## src/rtl/clint_pkg.sv

```systemverilog
// Shared types and constants for the multi-source core-local interrupt controller.
package clint_pkg;

    typedef enum logic [2:0] {
        S_IDLE,
        S_W_EPC,
        S_W_CAUSE,
        S_W_STAT,
        S_R_STAT,
        S_ASSERT
    } state_e;

    localparam logic [11:0] CSR_MSTATUS = 12'h300;
    localparam logic [11:0] CSR_MEPC    = 12'h341;
    localparam logic [11:0] CSR_MCAUSE  = 12'h342;

    localparam logic [31:0] INST_ECALL  = 32'h0000_0073;
    localparam logic [31:0] INST_EBREAK = 32'h0010_0073;
    localparam logic [31:0] INST_MRET   = 32'h3020_0073;

    localparam int CAUSE_ECALL    = 11;
    localparam int CAUSE_EBREAK   = 3;
    localparam int IRQ_CAUSE_BASE = 16;

    localparam int MIE_BIT  = 3;
    localparam int MPIE_BIT = 7;

    // A single request line still needs a one-bit index.
    function automatic int idx_width(input int n);
        return (n > 1) ? $clog2(n) : 1;
    endfunction

endpackage

```

## src/rtl/clint_mc_if.sv

```systemverilog
// Output bundle of clint_mc: CSR write port, pipeline stall and fetch redirect with acks.
interface clint_mc_if #(
    parameter int XLEN  = 32,
    parameter int N_SRC = 4
);
    logic              clint_wen_o;
    logic [11:0]       clint_waddr_o;
    logic [XLEN-1:0]   clint_wdata_o;
    logic              clint_busy_o;
    logic              int_assert_o;
    logic [XLEN-1:0]   int_addr_o;
    logic [N_SRC-1:0]  int_ack_o;

    modport master (
        output clint_wen_o, clint_waddr_o, clint_wdata_o, clint_busy_o,
               int_assert_o, int_addr_o, int_ack_o
    );

    modport slave (
        input  clint_wen_o, clint_waddr_o, clint_wdata_o, clint_busy_o,
               int_assert_o, int_addr_o, int_ack_o
    );
endinterface

```

## src/rtl/clint_prio_enc.sv

```systemverilog
// Fixed-priority encoder over the masked interrupt lines; the lowest index wins.
module clint_prio_enc
    import clint_pkg::*;
#(
    parameter int N     = 4,
    parameter int IDX_W = idx_width(N)
) (
    input  logic [N-1:0]     req_i,
    output logic             valid_o,
    output logic [IDX_W-1:0] idx_o
);

    // NOTE: every variable written in always_comb gets a default first, so no path can infer a latch.
    always_comb begin
        valid_o = 1'b0;
        idx_o   = '0;
        // Walking downwards lets the lowest set line overwrite any higher one.
        for (int i = N - 1; i >= 0; i--) begin
            if (req_i[i]) begin
                valid_o = 1'b1;
                idx_o   = IDX_W'(i);
            end
        end
    end

endmodule

```

## src/rtl/clint_mc.sv

```systemverilog
// Multi-source CLINT: sequences mepc/mcause/mstatus writes for traps and mret, then redirects fetch.
// Optional vectored interrupt dispatch is compiled in with macro CLINT_VECTORED_EN.
module clint_mc
    import clint_pkg::*;
#(
    parameter int XLEN    = 32,
    parameter int N_SRC   = 4,
    parameter int CAUSE_W = 5
) (
    input  logic             clk_i,
    input  logic             rst_n_i,
    input  logic [31:0]      inst_i,
    input  logic [XLEN-1:0]  inst_addr_i,
    input  logic             jump_flag_i,
    input  logic [XLEN-1:0]  jump_addr_i,
    input  logic [XLEN-1:0]  csr_mtvec_i,
    input  logic [XLEN-1:0]  csr_mepc_i,
    input  logic [XLEN-1:0]  csr_mstatus_i,
    input  logic [XLEN-1:0]  csr_mie_i,
    input  logic [N_SRC-1:0] int_req_i,
    clint_mc_if.master       bus
);

    localparam int IDX_W = idx_width(N_SRC);

    state_e             state_q, state_d;
    logic [CAUSE_W-1:0] cause_q, cause_d;
    logic [XLEN-1:0]    epc_q, epc_d;
    logic               irq_q, irq_d;
    logic               mret_q, mret_d;
    logic [IDX_W-1:0]   idx_q, idx_d;

    logic [N_SRC-1:0]   masked_req;
    logic               irq_valid;
    logic [IDX_W-1:0]   irq_idx;
    logic [XLEN-1:0]    trap_addr;

    logic               wen, busy, asrt;
    logic [11:0]        waddr;
    logic [XLEN-1:0]    wdata, addr;
    logic [N_SRC-1:0]   ack;

    logic unused_bits;
    assign unused_bits = ^{csr_mie_i, csr_mtvec_i[1:0]};

    assign masked_req = int_req_i & csr_mie_i[IRQ_CAUSE_BASE +: N_SRC];

    clint_prio_enc #(.N(N_SRC), .IDX_W(IDX_W)) u_prio (
        .req_i   (masked_req),
        .valid_o (irq_valid),
        .idx_o   (irq_idx)
    );

`ifdef CLINT_VECTORED_EN
    always_comb begin
        trap_addr = {csr_mtvec_i[XLEN-1:2], 2'b00};
        if (irq_q && csr_mtvec_i[1:0] == 2'b01)
            trap_addr = trap_addr + {{(XLEN-CAUSE_W-2){1'b0}}, cause_q, 2'b00};
    end
`else
    assign trap_addr = {csr_mtvec_i[XLEN-1:2], 2'b00};
`endif

    // NOTE: sequential state uses non-blocking assignments so every register samples pre-edge values.
    always_ff @(posedge clk_i or negedge rst_n_i) begin
        if (!rst_n_i) begin
            state_q <= S_IDLE;
            cause_q <= '0;
            epc_q   <= '0;
            irq_q   <= 1'b0;
            mret_q  <= 1'b0;
            idx_q   <= '0;
        end else begin
            state_q <= state_d;
            cause_q <= cause_d;
            epc_q   <= epc_d;
            irq_q   <= irq_d;
            mret_q  <= mret_d;
            idx_q   <= idx_d;
        end
    end

    always_comb begin
        state_d = state_q;
        cause_d = cause_q;
        epc_d   = epc_q;
        irq_d   = irq_q;
        mret_d  = mret_q;
        idx_d   = idx_q;
        wen     = 1'b0;
        waddr   = '0;
        wdata   = '0;
        busy    = 1'b0;
        asrt    = 1'b0;
        addr    = '0;
        ack     = '0;

        unique case (state_q)
            S_IDLE: begin
                if (inst_i == INST_ECALL || inst_i == INST_EBREAK) begin
                    busy    = 1'b1;
                    cause_d = (inst_i == INST_ECALL) ? CAUSE_W'(CAUSE_ECALL) : CAUSE_W'(CAUSE_EBREAK);
                    epc_d   = inst_addr_i;
                    irq_d   = 1'b0;
                    mret_d  = 1'b0;
                    state_d = S_W_EPC;
                end else if (inst_i == INST_MRET) begin
                    busy    = 1'b1;
                    irq_d   = 1'b0;
                    mret_d  = 1'b1;
                    state_d = S_R_STAT;
                end else if (csr_mstatus_i[MIE_BIT] && irq_valid) begin
                    busy    = 1'b1;
                    cause_d = CAUSE_W'(IRQ_CAUSE_BASE + int'(irq_idx));
                    // An interrupt must resume at the redirect target, not the squashed instruction.
                    epc_d   = jump_flag_i ? jump_addr_i : inst_addr_i;
                    irq_d   = 1'b1;
                    mret_d  = 1'b0;
                    idx_d   = irq_idx;
                    state_d = S_W_EPC;
                end
            end
            S_W_EPC: begin
                busy    = 1'b1;
                wen     = 1'b1;
                waddr   = CSR_MEPC;
                wdata   = epc_q;
                state_d = S_W_CAUSE;
            end
            S_W_CAUSE: begin
                busy    = 1'b1;
                wen     = 1'b1;
                waddr   = CSR_MCAUSE;
                wdata   = {irq_q, {(XLEN-1-CAUSE_W){1'b0}}, cause_q};
                state_d = S_W_STAT;
            end
            S_W_STAT: begin
                busy            = 1'b1;
                wen             = 1'b1;
                waddr           = CSR_MSTATUS;
                wdata           = csr_mstatus_i;
                wdata[MPIE_BIT] = csr_mstatus_i[MIE_BIT];
                wdata[MIE_BIT]  = 1'b0;
                state_d         = S_ASSERT;
            end
            S_R_STAT: begin
                busy            = 1'b1;
                wen             = 1'b1;
                waddr           = CSR_MSTATUS;
                wdata           = csr_mstatus_i;
                wdata[MIE_BIT]  = csr_mstatus_i[MPIE_BIT];
                wdata[MPIE_BIT] = 1'b1;
                state_d         = S_ASSERT;
            end
            S_ASSERT: begin
                busy    = 1'b1;
                asrt    = 1'b1;
                addr    = mret_q ? csr_mepc_i : trap_addr;
                ack     = irq_q ? (N_SRC'(1) << idx_q) : '0;
                state_d = S_IDLE;
            end
            default: state_d = S_IDLE;
        endcase
    end

    assign bus.clint_wen_o   = wen;
    assign bus.clint_waddr_o = waddr;
    assign bus.clint_wdata_o = wdata;
    assign bus.clint_busy_o  = busy;
    assign bus.int_assert_o  = asrt;
    assign bus.int_addr_o    = addr;
    assign bus.int_ack_o     = ack;

endmodule
```

## src/flat_wrapper.sv

```systemverilog
// flat-port wrapper written by rule: the top's interface ports become plain ports
module clint_mc_flat import clint_pkg::*;
#(
    parameter int XLEN    = 32,
    parameter int N_SRC   = 4,
    parameter int CAUSE_W = 5
)
  (clk_i, rst_n_i, inst_i, inst_addr_i, jump_flag_i, jump_addr_i, csr_mtvec_i, csr_mepc_i, csr_mstatus_i, csr_mie_i, int_req_i, bus_clint_wen_o, bus_clint_waddr_o, bus_clint_wdata_o, bus_clint_busy_o, bus_int_assert_o, bus_int_addr_o, bus_int_ack_o);
  clint_mc_if #(.XLEN(XLEN), .N_SRC(N_SRC)) bus_i ();
  input  logic clk_i;
  input  logic rst_n_i;
  input  logic [31:0] inst_i;
  input  logic [XLEN-1:0] inst_addr_i;
  input  logic jump_flag_i;
  input  logic [XLEN-1:0] jump_addr_i;
  input  logic [XLEN-1:0] csr_mtvec_i;
  input  logic [XLEN-1:0] csr_mepc_i;
  input  logic [XLEN-1:0] csr_mstatus_i;
  input  logic [XLEN-1:0] csr_mie_i;
  input  logic [N_SRC-1:0] int_req_i;
  output wire logic [$bits(bus_i.clint_wen_o)-1:0] bus_clint_wen_o;
  output wire logic [$bits(bus_i.clint_waddr_o)-1:0] bus_clint_waddr_o;
  output wire logic [$bits(bus_i.clint_wdata_o)-1:0] bus_clint_wdata_o;
  output wire logic [$bits(bus_i.clint_busy_o)-1:0] bus_clint_busy_o;
  output wire logic [$bits(bus_i.int_assert_o)-1:0] bus_int_assert_o;
  output wire logic [$bits(bus_i.int_addr_o)-1:0] bus_int_addr_o;
  output wire logic [$bits(bus_i.int_ack_o)-1:0] bus_int_ack_o;
  assign bus_clint_wen_o = bus_i.clint_wen_o;
  assign bus_clint_waddr_o = bus_i.clint_waddr_o;
  assign bus_clint_wdata_o = bus_i.clint_wdata_o;
  assign bus_clint_busy_o = bus_i.clint_busy_o;
  assign bus_int_assert_o = bus_i.int_assert_o;
  assign bus_int_addr_o = bus_i.int_addr_o;
  assign bus_int_ack_o = bus_i.int_ack_o;
  clint_mc #(.XLEN(XLEN), .N_SRC(N_SRC), .CAUSE_W(CAUSE_W)) u_core (.clk_i(clk_i), .rst_n_i(rst_n_i), .inst_i(inst_i), .inst_addr_i(inst_addr_i), .jump_flag_i(jump_flag_i), .jump_addr_i(jump_addr_i), .csr_mtvec_i(csr_mtvec_i), .csr_mepc_i(csr_mepc_i), .csr_mstatus_i(csr_mstatus_i), .csr_mie_i(csr_mie_i), .int_req_i(int_req_i), .bus(bus_i));
endmodule
```

## config.mk

```make
export PLATFORM = sky130hd
export DESIGN_NAME = clint_mc_flat
export DESIGN_NICKNAME = d
export VERILOG_FILES = /design/src/rtl/clint_pkg.sv /design/src/rtl/clint_mc_if.sv /design/src/rtl/clint_prio_enc.sv /design/src/rtl/clint_mc.sv /design/src/flat_wrapper.sv
export SDC_FILE = /design/constraint.sdc
export NUM_CORES = 1
export LEC_CHECK = 0
export ABC_AREA = 1
export CAP_MARGIN = 20
export CORE_ASPECT_RATIO = 0.75
export CORE_MARGIN = 3
export CORE_UTILIZATION = 30
export DETAILED_ROUTE_END_ITERATION = 7
export PLACE_DENSITY_LB_ADDON = 0.12
export SLEW_MARGIN = 40
export SYNTH_ARGS = -nofsm -noshare
export SYNTH_HDL_FRONTEND = slang
export SYNTH_HIERARCHICAL = 1
export SYNTH_SLANG_ARGS = --single-unit
```

## constraint.sdc

```tcl
create_clock -name clk_i -period 1.4 [get_ports clk_i]
set_input_delay 0.21 -clock clk_i [delete_from_list [all_inputs] [get_ports clk_i]]
set_output_delay 0.21 -clock clk_i [all_outputs]
set_load 0.02 [all_outputs]
```

==> impl_metrics.toml <==
[status]
outcome = "complete, but fails checks"
failed_checks = "negative setup slack"

[yosys]
netlist_instances = 607
yosysTopAreaCellShare = 0.279
ys_ff_latch = 43
synth_seq_area_share = 0.277
avgSynthCellArea_sq_um = 6.40
netlist-cell-type-count = 31
synth_warnings = 6
synth.area.top_cells = "nand2_1, dfrtp_1, a22o_1"
syn_area_sq_mm = 0.00389
synth_top_area_cell = "nand2_1"

[global_routing]
grt_overflow = 0
grt_start_max_net_pins = 37
grt_pass1_wl_mm = 28.7
grt.total_usage = 0.249
antenna_found_initial = 0
grt_pass1_vias = 5588

[placed_design]
io_buffers = 276
hpwl_mm = 12.7
routabilityCongestion = 0.840

[timing]
period_needed_ns = 1.98
rsz0062_at_grt = "true"
fmax_mhz = 505
finalWorstSetupSlack_ns = -0.582
fin_hold_ws_ns = 0.417
min_period_over_period = 1.42
finalSetupViolCount = 118
drv_slew = 0
finalClockSkew_ns = 0.00583
hold_viol = 0

[cts]
cts_buffers = 5
clk_pin_slew_ns = 0.06
cts_root_buffer = "clkbuf_16"
clkLatencyLatePin_ns = 0.28
ctsLongestPathBuffers = 2
cts.sinks = 43
htree_levels = 2
cts_tree = "yes"

[hold_path]
worst_hold_path_type = "in2async"

[setup_path]
worst_ep_required_time_ns = 1.61
slowest_stage = "dfrtp_2"
crit_fanout = 6
slowest_delay_ns = 0.47
crit_arrival_ns = 2.19
cp_cell_sequence = "nor2_4, buf_6, inv_4, nor2_4, buf_6, nand2_4, a21oi_4, buf_4, buf_8, nand2_1, nand2_1"
startpoint_type = "register"
endpoint_kind = "register"
crit_type = "reg2reg"
r2r_slack_ns = -0.58

[routing]
drtAntennaViolNets = 0
finalWirelength_mm = 21.0
first_iter_violations = 291
via_per_inst = 5.06
vias = 5731
drc_errors = 0
first_pass_iters = 6
wl_per_cell_microns = 18.5

[final_layout]
antennaDiodeCount = 0
final_nets = 1196
areaGrowthSynthToFinish_pct = 143
register_area_sq_mm = 0.00108
drive_gt1_frac = 0.438
multi_input_area_sq_mm = 0.00355
nFillCells = 833

[die]
die_x_microns = 137
rows = 35
start_util = 0.311
die_h_microns = 105
ios = 314
core_area_sq_mm = 0.0125
dieArea_sq_mm = 0.0144

[flow_run]
maxCapViolCount = 0

[power]
ir_worst_vdd_mv = 0.939
power_mw = 13.9
leakage_nw = 4.52
p_per_area_mw_per_mm2 = 1470
Yosys cell counts (all sizes together):
library cell,count
a21oi,33
a22o,26
a22oi,2
buf,27
clkbuf,17
clkinv,1
conb,1
dfrtp,43
inv,33
mux2,32
nand2,296
nand3,41
nand3b,2
nand4,5
nor2,37
nor3,3
nor4,4
o211ai,1
o21ai,3
repair_timing:
action | in CTS | in global routing
endpoints found under the hold margin | 17 | 0
hold buffers | 1 | 0
setup endpoints to repair | 118 | 119
pin swaps | 45 | 82
buffers inserted | 29 | 17
resized for setup | 539 | 165
cloned | 12 | 10
layout make-up:
class,instances,share of cell area
Timing Repair Buffer,389,0.455
Multi-Input combinational cell,492,0.376
Clock inverter,2,0.00371
Inverter,34,0.0148
Clock buffer,6,0.0147
Sequential cell,43,0.114
Tap cell,166,0.0220
cells in the final DEF (no fill, tap or decap), types with 24 or more instances in the layout:
| master | synthesis | final |
|---|---|---|
| nand2_1 | 289 | 214 |
| a21oi_4 | 1 | 30 |
| buf_6 | 6 | 101 |
| a22o_4 | 0 | 25 |
| clkdlybuf4s50_1 | 0 | 167 |
| dfrtp_1 | 43 | 40 |
| nand2_2 | 6 | 58 |
| buf_4 | 9 | 48 |
| nand3_1 | 40 | 34 |
| inv_1 | 32 | 24 |
metrics by stage:
stage                     std cells  setup TNS [ns]  area, sq um   util  worst slack [ns]
after floorplan                 613           -6.34         4660      -            -0.159
after global placement         1066          -62.00         7880  0.631            -0.801
after detailed placement       1066          -64.71         7880  0.631            -0.841
after CTS                      1114          -45.78         8930  0.716            -0.509
after global routing           1132          -58.23         9450  0.757            -0.604
final                          1132          -54.95         9450  0.757            -0.582
flip-flops by register name (all words and copies together), names as in the netlist:
signal          count
u_core/irq_q        1
u_core/mret_q       1
u_core/state_q      3
u_core/epc_q       32
u_core/cause_q      4
u_core/idx_q        2
report_power, final:
group	total, mW	internal, mW	switching (mW)
sequential	2.37	1.79	0.577
clock	1.38	0.888	0.492
combinational	10.1	5.39	4.72
metal layers:
metal | global-route usage | vias to the layer above | wire length [microns]
met4 | 0.0556 | 0 | 679
met2 | 0.450 | 311 | 10500
li1 | - | 2671 | -
met3 | 0.0486 | 60 | 1820
met1 | 0.303 | 2689 | 7970
met5 | 0 | - | 0
cell families (layout without fill, tap and decap cells):
family                 Yosys count  in the layout  share of synthesized area
buffers and inverters           78            431                     0.0995
muxes                           32             32                     0.0927
DFF                             43             43                      0.277
other                            1              7                   0.000965
and+or+nand+nor                388            388                      0.415
AOI/OAI and AO/OA               65             65                      0.115
critical path, delay by kind of cell, from the launching register on:
family	cells	cell delay, ns
DFF	1	0.47
and+or+nand+nor	5	0.54
buffers and inverters	5	0.60
AOI/OAI and AO/OA	1	0.29
path summary, 6_finish.rpt:
| kind | start | endpoint | cells past startpoint |
|---|---|---|---|
| max in group asynchronous | rst_n_i | u_core/state_q[0]$_DFFE_PN0P_ | 3 |
| min reg2reg | u_core/epc_q[0]$_DFFE_PN0P_ | u_core/epc_q[0]$_DFFE_PN0P_ | 2 |
| min | rst_n_i | u_core/epc_q[22]$_DFFE_PN0P_ | 2 |
| min in group clk_i | u_core/epc_q[0]$_DFFE_PN0P_ | u_core/epc_q[0]$_DFFE_PN0P_ | 2 |
| max | u_core/state_q[1]$_DFFE_PN0P_ | u_core/epc_q[31]$_DFFE_PN0P_ | 11 |
| max reg2reg | u_core/state_q[1]$_DFFE_PN0P_ | u_core/epc_q[31]$_DFFE_PN0P_ | 11 |
No activity file was read; power rests on OpenSTA's default activity.
